--- config.mk ---
export PLATFORM = sky130hd
export DESIGN_NAME = dmem_responder
export DESIGN_NICKNAME = d
export VERILOG_FILES = /design/src/rtl/mips_mem_pkg.sv /design/src/rtl/dmem_responder_chk.sv /design/src/rtl/dmem_wbuf.sv /design/src/rtl/dmem_responder.sv
export SDC_FILE = /design/constraint.sdc
export NUM_CORES = 1
export LEC_CHECK = 0
export ABC_AREA = 1
export ABC_CLOCK_PERIOD_IN_PS = 2700
export BUFFER_PORTS_ARGS = -buffer_cell sky130_fd_sc_hd__buf_2
export CORE_AREA = 2 2 167 169
export DETAILED_ROUTE_END_ITERATION = 7
export DIE_AREA = 0 0 169 171
export GPL_TIMING_DRIVEN = 1
export PLACE_DENSITY_LB_ADDON = 0.05
export SLEW_MARGIN = 5
export SYNTH_ARGS = -nofsm -noshare
export SYNTH_HDL_FRONTEND = slang
export SYNTH_SLANG_ARGS = --single-unit
export TNS_END_PERCENT = 50
--- constraint.sdc ---
create_clock -name clk -period 2.7 [get_ports clk]
set_input_delay 0.135 -clock clk [delete_from_list [all_inputs] [get_ports clk]]
set_output_delay 0.135 -clock clk [all_outputs]
set_load 0.1 [all_outputs]
--- src/rtl/mips_mem_pkg.sv ---
// Shared types for the MIPS data-memory responder: FSM states, write-buffer
// entry layout and the byte-store lane helper.
package mips_mem_pkg;

  // Word-address width of the backing RAM as stored in a write-buffer entry.
  localparam int unsigned DMEM_ADDR_W = 30;

  typedef enum logic [1:0] {
    IDLE    = 2'd0,
    DRAIN   = 2'd1,
    RD_REQ  = 2'd2,
    RD_DONE = 2'd3
  } dmem_state_e;

  typedef struct packed {
    logic [DMEM_ADDR_W-1:0] addr;
    logic [31:0]            data;
    logic [3:0]             be;
  } wbuf_entry_t;

  // One-hot byte lane for an sb at the given byte offset within the word.
  function automatic logic [3:0] sb_byte_en(input logic [1:0] offset);
    logic [3:0] be;
    be = 4'b0001 << offset;
    return be;
  endfunction

endpackage

--- src/rtl/dmem_responder_chk.sv ---
// Protocol checks for the data-memory responder: a load and a store never
// share the M stage, and a posted write holds its bus fields until acked.
module dmem_responder_chk #(
  parameter int unsigned ADDR_W = 30
) (
  input logic              clk,
  input logic              reset,
  input logic              memreadM,
  input logic              memwriteM,
  input logic              mem_req,
  input logic              mem_we,
  input logic              mem_ack,
  input logic [ADDR_W-1:0] mem_addr,
  input logic [31:0]       mem_wdata,
  input logic [3:0]        mem_be
);

  a_no_load_and_store : assert property (
    @(posedge clk) disable iff (!reset) !(memreadM && memwriteM));

  a_write_held_until_ack : assert property (
    @(posedge clk) disable iff (!reset)
    (mem_req && mem_we && !mem_ack) |=>
      (mem_req && mem_we && $stable(mem_addr) && $stable(mem_wdata) && $stable(mem_be)));

endmodule

--- src/rtl/dmem_wbuf.sv ---
// Posted-store FIFO: DEPTH entries, strictly in-order, head presented
// combinationally. Pushes into a full buffer and pops from an empty one
// are ignored.
module dmem_wbuf
  import mips_mem_pkg::*;
#(
  parameter int unsigned DEPTH = 4,
  localparam int unsigned PTR_W = $clog2(DEPTH),
  localparam int unsigned CNT_W = $clog2(DEPTH) + 1
) (
  input  logic             clk,
  input  logic             reset,
  input  logic             push_i,
  input  wbuf_entry_t      push_entry_i,
  input  logic             pop_i,
  output wbuf_entry_t      head_o,
  output logic             full_o,
  output logic             empty_o,
  output logic [CNT_W-1:0] count_o
);

  wbuf_entry_t      mem_q [DEPTH];
  wbuf_entry_t      mem_d [DEPTH];
  logic [PTR_W-1:0] wr_ptr_q, wr_ptr_d;
  logic [PTR_W-1:0] rd_ptr_q, rd_ptr_d;
  logic [CNT_W-1:0] count_q, count_d;
  logic             do_push_s, do_pop_s;

  assign full_o  = (count_q == CNT_W'(DEPTH));
  assign empty_o = (count_q == CNT_W'(0));
  assign count_o = count_q;
  assign head_o  = mem_q[rd_ptr_q];

  // Next-state for storage, pointers and occupancy.
  always_comb begin
    do_push_s = push_i & ~full_o;
    do_pop_s  = pop_i & ~empty_o;
    mem_d     = mem_q;
    wr_ptr_d  = wr_ptr_q;
    rd_ptr_d  = rd_ptr_q;
    count_d   = count_q;
    if (do_push_s) begin
      mem_d[wr_ptr_q] = push_entry_i;
      wr_ptr_d        = wr_ptr_q + PTR_W'(1);
    end else begin
      wr_ptr_d = wr_ptr_q;
    end
    if (do_pop_s) begin
      rd_ptr_d = rd_ptr_q + PTR_W'(1);
    end else begin
      rd_ptr_d = rd_ptr_q;
    end
    case ({do_push_s, do_pop_s})
      2'b10:   count_d = count_q + CNT_W'(1);
      2'b01:   count_d = count_q - CNT_W'(1);
      default: count_d = count_q;
    endcase
  end

  // FIFO state registers; reset empties the buffer.
  always_ff @(posedge clk or negedge reset) begin
    if (!reset) begin
      for (int i = 0; i < DEPTH; i++) begin
        mem_q[i] <= '0;
      end
      wr_ptr_q <= '0;
      rd_ptr_q <= '0;
      count_q  <= '0;
    end else begin
      mem_q    <= mem_d;
      wr_ptr_q <= wr_ptr_d;
      rd_ptr_q <= rd_ptr_d;
      count_q  <= count_d;
    end
  end

endmodule

--- src/rtl/dmem_responder.sv ---
// Memory-stage responder: posts stores into a write buffer, serves loads
// after the buffer drains, and stalls the pipeline while a load is pending
// or a store finds the buffer full.
module dmem_responder
  import mips_mem_pkg::*;
#(
  parameter int unsigned DEPTH  = 4,
  parameter int unsigned ADDR_W = DMEM_ADDR_W
) (
  input  logic              clk,
  input  logic              reset,
  input  logic              memreadM,
  input  logic              memwriteM,
  input  logic              sbM,
  input  logic [31:0]       aluoutM,
  input  logic [31:0]       writedataM,
  output logic [31:0]       readdataM,
  output logic              stallM,
  output logic              mem_req,
  output logic              mem_we,
  output logic [ADDR_W-1:0] mem_addr,
  output logic [31:0]       mem_wdata,
  output logic [3:0]        mem_be,
  input  logic              mem_ack,
  input  logic [31:0]       mem_rdata
);

  localparam int unsigned CNT_W = $clog2(DEPTH) + 1;

  dmem_state_e      state_q, state_d;
  logic [31:0]      readdata_q, readdata_d;

  logic [ADDR_W-1:0] word_addr_s;
  wbuf_entry_t       st_entry_s;
  wbuf_entry_t       head_s;
  logic              push_s, pop_s;
  logic              full_s, empty_s;
  logic [CNT_W-1:0]  count_s;
  logic              stall_s;
  logic              mem_req_s, mem_we_s;
  logic [ADDR_W-1:0] mem_addr_s;
  logic [31:0]       mem_wdata_s;
  logic [3:0]        mem_be_s;

  assign word_addr_s = aluoutM[ADDR_W+1:2];

  // Store encoder: sw writes the whole word, sb replicates the byte and
  // enables only the addressed lane.
  always_comb begin
    st_entry_s.addr = DMEM_ADDR_W'(word_addr_s);
    if (sbM) begin
      st_entry_s.be   = sb_byte_en(aluoutM[1:0]);
      st_entry_s.data = {4{writedataM[7:0]}};
    end else begin
      st_entry_s.be   = 4'hF;
      st_entry_s.data = writedataM;
    end
  end

  dmem_wbuf #(
    .DEPTH (DEPTH)
  ) u_wbuf (
    .clk          (clk),
    .reset        (reset),
    .push_i       (push_s),
    .push_entry_i (st_entry_s),
    .pop_i        (pop_s),
    .head_o       (head_s),
    .full_o       (full_s),
    .empty_o      (empty_s),
    .count_o      (count_s)
  );

  // FSM next state, stall, buffer push/pop and load data capture.
  always_comb begin
    state_d    = state_q;
    readdata_d = readdata_q;
    stall_s    = 1'b0;
    push_s     = 1'b0;
    pop_s      = 1'b0;
    case (state_q)
      IDLE: begin
        pop_s = ~empty_s & mem_ack;
        if (memreadM) begin
          // A load takes priority over a simultaneous store.
          stall_s = 1'b1;
          if (empty_s) begin
            state_d = RD_REQ;
          end else if ((count_s == CNT_W'(1)) && mem_ack) begin
            // The only buffered store retires this edge; go straight to the read.
            state_d = RD_REQ;
          end else begin
            state_d = DRAIN;
          end
        end else if (memwriteM) begin
          // A pop this cycle does not free a slot for the waiting store.
          if (full_s) begin
            stall_s = 1'b1;
          end else begin
            push_s = 1'b1;
          end
        end else begin
          stall_s = 1'b0;
        end
      end
      DRAIN: begin
        stall_s = 1'b1;
        pop_s   = ~empty_s & mem_ack;
        if (empty_s || ((count_s == CNT_W'(1)) && mem_ack)) begin
          state_d = RD_REQ;
        end else begin
          state_d = DRAIN;
        end
      end
      RD_REQ: begin
        stall_s = 1'b1;
        if (mem_ack) begin
          readdata_d = mem_rdata;
          state_d    = RD_DONE;
        end else begin
          state_d = RD_REQ;
        end
      end
      RD_DONE: begin
        stall_s = 1'b0;
        state_d = IDLE;
      end
      default: begin
        state_d = IDLE;
      end
    endcase
  end

  // Backing-RAM bus mux: the load read in RD_REQ, otherwise the buffer head.
  always_comb begin
    mem_req_s   = 1'b0;
    mem_we_s    = 1'b0;
    mem_addr_s  = '0;
    mem_wdata_s = 32'h0000_0000;
    mem_be_s    = 4'h0;
    if (state_q == RD_REQ) begin
      mem_req_s  = 1'b1;
      mem_we_s   = 1'b0;
      mem_addr_s = word_addr_s;
      mem_be_s   = 4'hF;
    end else if (((state_q == IDLE) || (state_q == DRAIN)) && !empty_s) begin
      mem_req_s   = 1'b1;
      mem_we_s    = 1'b1;
      mem_addr_s  = ADDR_W'(head_s.addr);
      mem_wdata_s = head_s.data;
      mem_be_s    = head_s.be;
    end else begin
      mem_req_s = 1'b0;
    end
  end

  // FSM state and captured load data; reset abandons any RAM transaction.
  always_ff @(posedge clk or negedge reset) begin
    if (!reset) begin
      state_q    <= IDLE;
      readdata_q <= 32'h0000_0000;
    end else begin
      state_q    <= state_d;
      readdata_q <= readdata_d;
    end
  end

  // Handshake outputs are forced idle while reset is low, without waiting for a clock.
  assign stallM    = reset & stall_s;
  assign mem_req   = reset & mem_req_s;
  assign mem_we    = reset & mem_we_s;
  assign mem_addr  = mem_addr_s;
  assign mem_wdata = mem_wdata_s;
  assign mem_be    = mem_be_s;
  assign readdataM = readdata_q;

  dmem_responder_chk #(
    .ADDR_W (ADDR_W)
  ) u_chk (
    .clk       (clk),
    .reset     (reset),
    .memreadM  (memreadM),
    .memwriteM (memwriteM),
    .mem_req   (mem_req),
    .mem_we    (mem_we),
    .mem_ack   (mem_ack),
    .mem_addr  (mem_addr),
    .mem_wdata (mem_wdata),
    .mem_be    (mem_be)
  );

endmodule

======== Yosys cells after proc, flatten, opt, wreduce, memory -nomap -nowiden ========
Cells that the tools add are included.
operators by class
  magnitude comparators ................... 3
  reductions and logical operators ........ 12
  shifts and indexed selects .............. 1
  eq/ne operators ......................... 8
  mux-type cells .......................... 32
  bitwise logic cells ..................... 10
  $add $sub $neg .......................... 4
operators by type and width
  cell                 number
  $bwmux 264           1
  $mux 66              3
  $bmux 66 s2          1
  $demux 66 s2         1
  $mux 32              2
  $mux 30              2
  $mux 36              1
  $mux 1               12
  $mux 2               4
  $mux 4               2
  $pmux 2 s4           1
  $and 1x1->1          6
  $eq 2x2->1 const B   3
  $ge 3x3->1 const B   2
  $not 2->3            2
  $pmux 3 s2           1
  $add 2x1->2 const B  2
  $eq 2x1->1 const B   2
  $reduce_or 2->1      2
  $shl 1x2->4 const A  1
  $add 3x1->3 const B  1
  $eq 3x1->1 const B   1
  $eq 3x3->1 const B   1
  $logic_and 1x1->1    3
  other kinds (11)     13
storage, ports and cells
  word-level logic and storage cells ...... 87
  bits of input ports ..................... 102
  output and inout bits ................... 101
  flip-flop bits (word level) ............. 305

======== Longest topological paths before layout ========
  depth in word-level cells ............... 8
  gate-level depth with buffers ........... 14
  gate-level depth less buffers ........... 12

======== Modules after synthesis ========
Synthesis repeated with hierarchy kept, for this count alone.
unflattened totals
  cell total of the unflattened synthesis .. 2091
  area, all modules ....................... 15792.6 sq um
by module, submodules not included
  module          seq. area each (sq um)  area each (sq um)  instances  cells an instance
  dmem_wbuf       6781.5                  13292.7            1          1670
  dmem_responder  850.8                   2499.9             1          421

======== Least setup slack after synthesis ========
Ideal clock, no wire load.
  path type ............................... flip-flop to output port
  start ................................... reg state_q[0]
  end ..................................... out mem_wdata[22]
  buffers on the path ..................... 1
  arrival ................................. 2.740 ns
  cell stages (with the launch flop) ...... 8
  required time ........................... 2.565 ns
  setup slack ............................. -0.175 ns
  path through ............................ dfrtp_1 inv_1 ha_1 nor2_1 a21oi_2 nand2_1 clkbuf_1 a21oi_1
on the way
  longest elaborated chain between the ends .. 5
  elaborated cells on any way between the ends .. 7
  those cells by class .................... eq/ne (2); mux (2); reduce/logical (3)
ends and longest elaborated chain
  element                                               RTL line               text
  from (decl)                                           dmem_responder.sv:30   dmem_state_e state_q, state_d;
  from (signal assigned)                                dmem_responder.sv:163  state_q <= state_d;
  $eq 2x1->1 / $logic_not 2->1 (equally long branches)  dmem_responder.sv:146  end else if (((state_q == IDLE) || (state_q == DRAIN)) && !empty_s) begin
  $logic_or 1x1->1                                      dmem_responder.sv:146
  $logic_and 1x1->1                                     dmem_responder.sv:146
  $mux 32                                               dmem_responder.sv:146
  $mux 32 (*)                                           dmem_responder.sv:141  if (state_q == RD_REQ) begin
  to (decl)                                             dmem_responder.sv:22   output logic [31:0] mem_wdata,
Every way passes the cells marked *; elsewhere a longest branch is shown, timed or not.

======== Worst setup path in the final report ========
  start ................................... reg state_q[1]
  end ..................................... out mem_wdata[13]
The elaborated chain is that of the path after synthesis.

==> results.env <==
R2R_SETUP_SLACK_NS=0.44
DETAIL_ROUTE.DRC_VIOLATIONS=0
ANTENNA_FOUND_INITIAL=0
NETS_IN_THE_SYNTHESIZED_NETLIST=2287
CRITICAL_PATH_REQUIRED_TIME_NS=2.57
MAX_CAP_VIOLS=0
NUMBER_OF_FLIP_FLOPS_AND_LATCHES_IN_THE_SYNTHESIZED_NETLIST=305
LAYOUT-DRIVE-GT1-SHARE_PCT=14.4
SETUP.WORST_PATH.CLASS='register to output port'
POSTROUTEWIRELENGTH_MM=46.1
SYN_AVG_CELL_AREA_SQ_UM=7.27
FIRST_GLOBAL_VIAS=14200
CRITICAL_PATH_PEAK_FANOUT=30
CRITPATHARRIVALTIME_NS=2.46
DRT-VIAS-PER-INSTANCE=5.43
DIE-AREA_SQ_UM=28900
STDCELL_COUNT=2747
SYNTHCELLS=2172
ANT_NETS=0
FINAL-HOLD-VIOLATION-COUNT=0
CRITPATHLAUNCH='state_q[1]'
FLOORPLAN_CORE_AREA_SQ_UM=27300
CTS_BUFFERS=35
WORST_PIN_SLEW_NS=0.955
RUN_STATUS='finished, final reports clean'
FMAX_MHz=386
DIE_H_MICRONS=171
GRT_FIRST_PASS_WIRELENGTH_MM=74.7
DRT_FIRST_PASS_ITERS=6
DPL.HPWL_MM=25.6
HOLD-PATH-CELL-COUNT=4
END_KIND='output port'
FINAL_WEIGHTED_CONGESTION_IN_ROUTABILITY_DRIVEN_PLACEMENT=0.836
TRITONCTS='done'
CORE.ROWCOUNT=61
TIMING.SLEW.HEADROOM_PCT=36.4
NETLIST.TOP_CELL.BY_AREA='sky130_fd_sc_hd__dfrtp_1'
INSERTION_DELAY_NS=0.52
GRT_USAGE_PCT=32.4
CRITICAL_PATH.REG2REG.ENDPOINT='u_wbuf.mem_q[120]'
SYNTH_SEQ_AREA_SHARE_PCT=48.3
MAPPEDNETLISTAREA_SQ_UM=15800
DIEWIDTH_MICRONS=169
SETUP_VIOL=0
CLK_ROOT_BUFFER_CELL='sky130_fd_sc_hd__clkbuf_16'
SYNTHDISTINCTLIBCELLS=23
DRV_SLEW=0
ROUTED-VIA-COUNT=14900
SYNTH.TOP_CELL.AREA_SHARE_PCT=48.3
I_O_PIN_COUNT=203
SYNTH_WARNINGS=0
TIME_THE_WORST_PATH_NEEDS_WITH_I_O_DELAYS_AND_SETUP_NS=2.59
FINALNETCOUNT=2490
DRT-WIRELENGTH-PER-CELL_MICRONS=16.8
INITIAL_UTILIZATION_PCT=57.8
MIN_PERIOD_OVER_PERIOD_PCT=96.0
WHS_ENDPOINT='state_q[0]'
FINALCLOCKSKEW_NS=0.0149
HP-CLASS='input port to register'
VIOLATION_COUNT_AFTER_THE_FIRST_DETAILED_ROUTE_ITERATION=1472
SYN2LAYOUT_AREA_GROWTH_PCT=20.7
LEADING_CELL_TYPES_BY_TOTAL_AREA_AFTER_SYNTHESIS='sky130_fd_sc_hd__dfrtp_1 (48%), sky130_fd_sc_hd__nand2_1 (26%), sky130_fd_sc_hd__nand3_1 (11%)'
CTS_POST_SETUP_BUFFERS_INSERTED=0
CTS-ROOT-TO-SINK-BUFFERS=3
CLOCK_SINK_COUNT=305
NUM_ANTENNA_CELLS=0
REG2REG_DEPTH=9
R2R_START='u_wbuf.count_o[0]'
HTREEDEPTH=2
CLK_TRANSITION_REPORTED_PATHS_NS=0.05
GRT_OVERFLOW_TOTAL=0
PORT_BUF_INSERTS=202
WORSTSETUPSTARTPOINTTYPE='register'
MAXIMUM_NUMBER_OF_PINS_ON_ONE_NET_BEFORE_GLOBAL_ROUTE_REPAIR=122
HP-START='mem_ack'
PLACE.DETAILED.INSTANCES=2613
==> critical path, stage by stage (launching register included) <==
cell,delay [ns]
sky130_fd_sc_hd__dfrtp_1,0.41
sky130_fd_sc_hd__inv_1,0.11
sky130_fd_sc_hd__ha_1,0.21
sky130_fd_sc_hd__nor2_1,0.08
sky130_fd_sc_hd__a21oi_2,0.22
sky130_fd_sc_hd__nand2_1,0.16
sky130_fd_sc_hd__buf_12,0.21
sky130_fd_sc_hd__a21oi_1,0.17
sky130_fd_sc_hd__clkbuf_4,0.36
==> cell usage after synthesis <==
library cell and n:
sky130_fd_sc_hd__buf_4 32, sky130_fd_sc_hd__a21oi_1 35, sky130_fd_sc_hd__xnor2_1 2, sky130_fd_sc_hd__clkbuf_1 52, sky130_fd_sc_hd__xor2_1 1, sky130_fd_sc_hd__nor2_1 12, sky130_fd_sc_hd__o21ai_0 28, sky130_fd_sc_hd__dfrtp_1 305
sky130_fd_sc_hd__nor2_2 1, sky130_fd_sc_hd__or2_2 1, sky130_fd_sc_hd__a21oi_2 1, sky130_fd_sc_hd__o21ai_1 6, sky130_fd_sc_hd__buf_6 10, sky130_fd_sc_hd__nand2_1 1076, sky130_fd_sc_hd__nand3_1 341, sky130_fd_sc_hd__nand4_1 1
sky130_fd_sc_hd__inv_1 167, sky130_fd_sc_hd__mux2_2 32, sky130_fd_sc_hd__ha_1 13, sky130_fd_sc_hd__buf_2 45, sky130_fd_sc_hd__nand2_2 1, sky130_fd_sc_hd__inv_2 2, sky130_fd_sc_hd__buf_1 8
==> cells in the final DEF (no fill, tap or decap), drive strengths merged <==
| master | synthesis | final |
|---|---|---|
| nand3 | 341 | 341 |
| dfrtp | 305 | 305 |
| buf | 95 | 218 |
| mux2 | 32 | 32 |
| clkbuf | 52 | 75 |
| nand2 | 1077 | 1077 |
| nand4 | 1 | 1 |
| nor2 | 13 | 13 |
| xor2 | 1 | 1 |
| ha | 13 | 13 |
| clkinvlp | 0 | 2 |
| inv | 169 | 169 |
| bufinv | 0 | 2 |
| or2 | 1 | 1 |
| xnor2 | 2 | 2 |
| a21oi | 36 | 36 |
| clkinv | 0 | 8 |
| dlygate4sd3 | 0 | 71 |
| o21ai | 34 | 34 |
==> area by class of cell <==
| type | count | area (sq um) |
|---|---|---|
| Fill cell | 2341 | 8270 |
| Sequential cell | 305 | 7640 |
| Multi-Input combinational cell | 1551 | 6740 |
| Timing Repair Buffer | 313 | 2450 |
| Clock buffer | 51 | 1030 |
| Inverter | 169 | 637 |
| Tap cell | 346 | 433 |
| Clock inverter | 12 | 115 |
==> cells by family (layout without fill, tap and decap cells) <==
| logic type | after synthesis | after routing | share of synthesized area (%) |
|---|---|---|---|
| multiplexers | 32 | 32 | 2.28 |
| flip-flops | 305 | 305 | 48.3 |
| adder cells (fa/ha/maj) | 13 | 13 | 1.03 |
| AO/OA/AOI/OAI | 70 | 70 | 2.24 |
| AND/OR/NAND/NOR | 1433 | 1433 | 36.8 |
| buffers and inverters | 316 | 545 | 9.11 |
| XOR/XNOR | 3 | 3 | 0.166 |
==> worst max-delay path by stage <==
stage,end,cells after the start
3_5_place_dp,mem_addr[4],9
3_3_place_gp,mem_addr[4],9
4_1_cts,mem_wdata[1],8
5_1_grt,mem_wdata[12],8
6_report,mem_wdata[13],8
2_1_floorplan,mem_wdata[22],7
==> state kept, by name (all words and copies together) (netlist names) <==
name	cells
u_wbuf.rd_ptr_q	2
state_q	2
u_wbuf.count_o	3
readdataM	32
u_wbuf.wr_ptr_q	2
u_wbuf.mem_q	264
==> per-stage QoR <==
step           utilization, %  TNS (ns)  instance area [sq um]  setup WS, ns  hold WS, ns
2_1_floorplan               -     -5.06                  15800        -0.175       -0.161
3_3_place_gp             62.3         0                  17000         0.506       0.0929
3_5_place_dp             62.3         0                  17000         0.477       0.0977
4_1_cts                  69.4         0                  18900        0.0223       0.0276
5_1_grt                  69.7   -0.0293                  19000       -0.0237       0.0647
6_report                 69.7         0                  19000         0.107       0.0436
==> routing by layer <==
layer  vias up  GRT usage (%)  part of all wire, %  wire [microns]
met5         -              0                    0               0
met3        96           4.72                  7.0            3230
met1      7084           44.3                   43           19700
met4         0           10.2                  2.5            1170
li1       7131              -                    -               -
met2       599           53.7                   48           22000
==> timing repair <==
item                       CTS  global route
setup endpoints to repair   27            62
hold buffers                71             0
pin swaps                    0             0
gates resized for setup     27            45
hold endpoints to repair   236             0
Power is left out: the tool's default activity adds up to more than one toggle a clock period on the data nets, which glitch-free logic cannot reach.
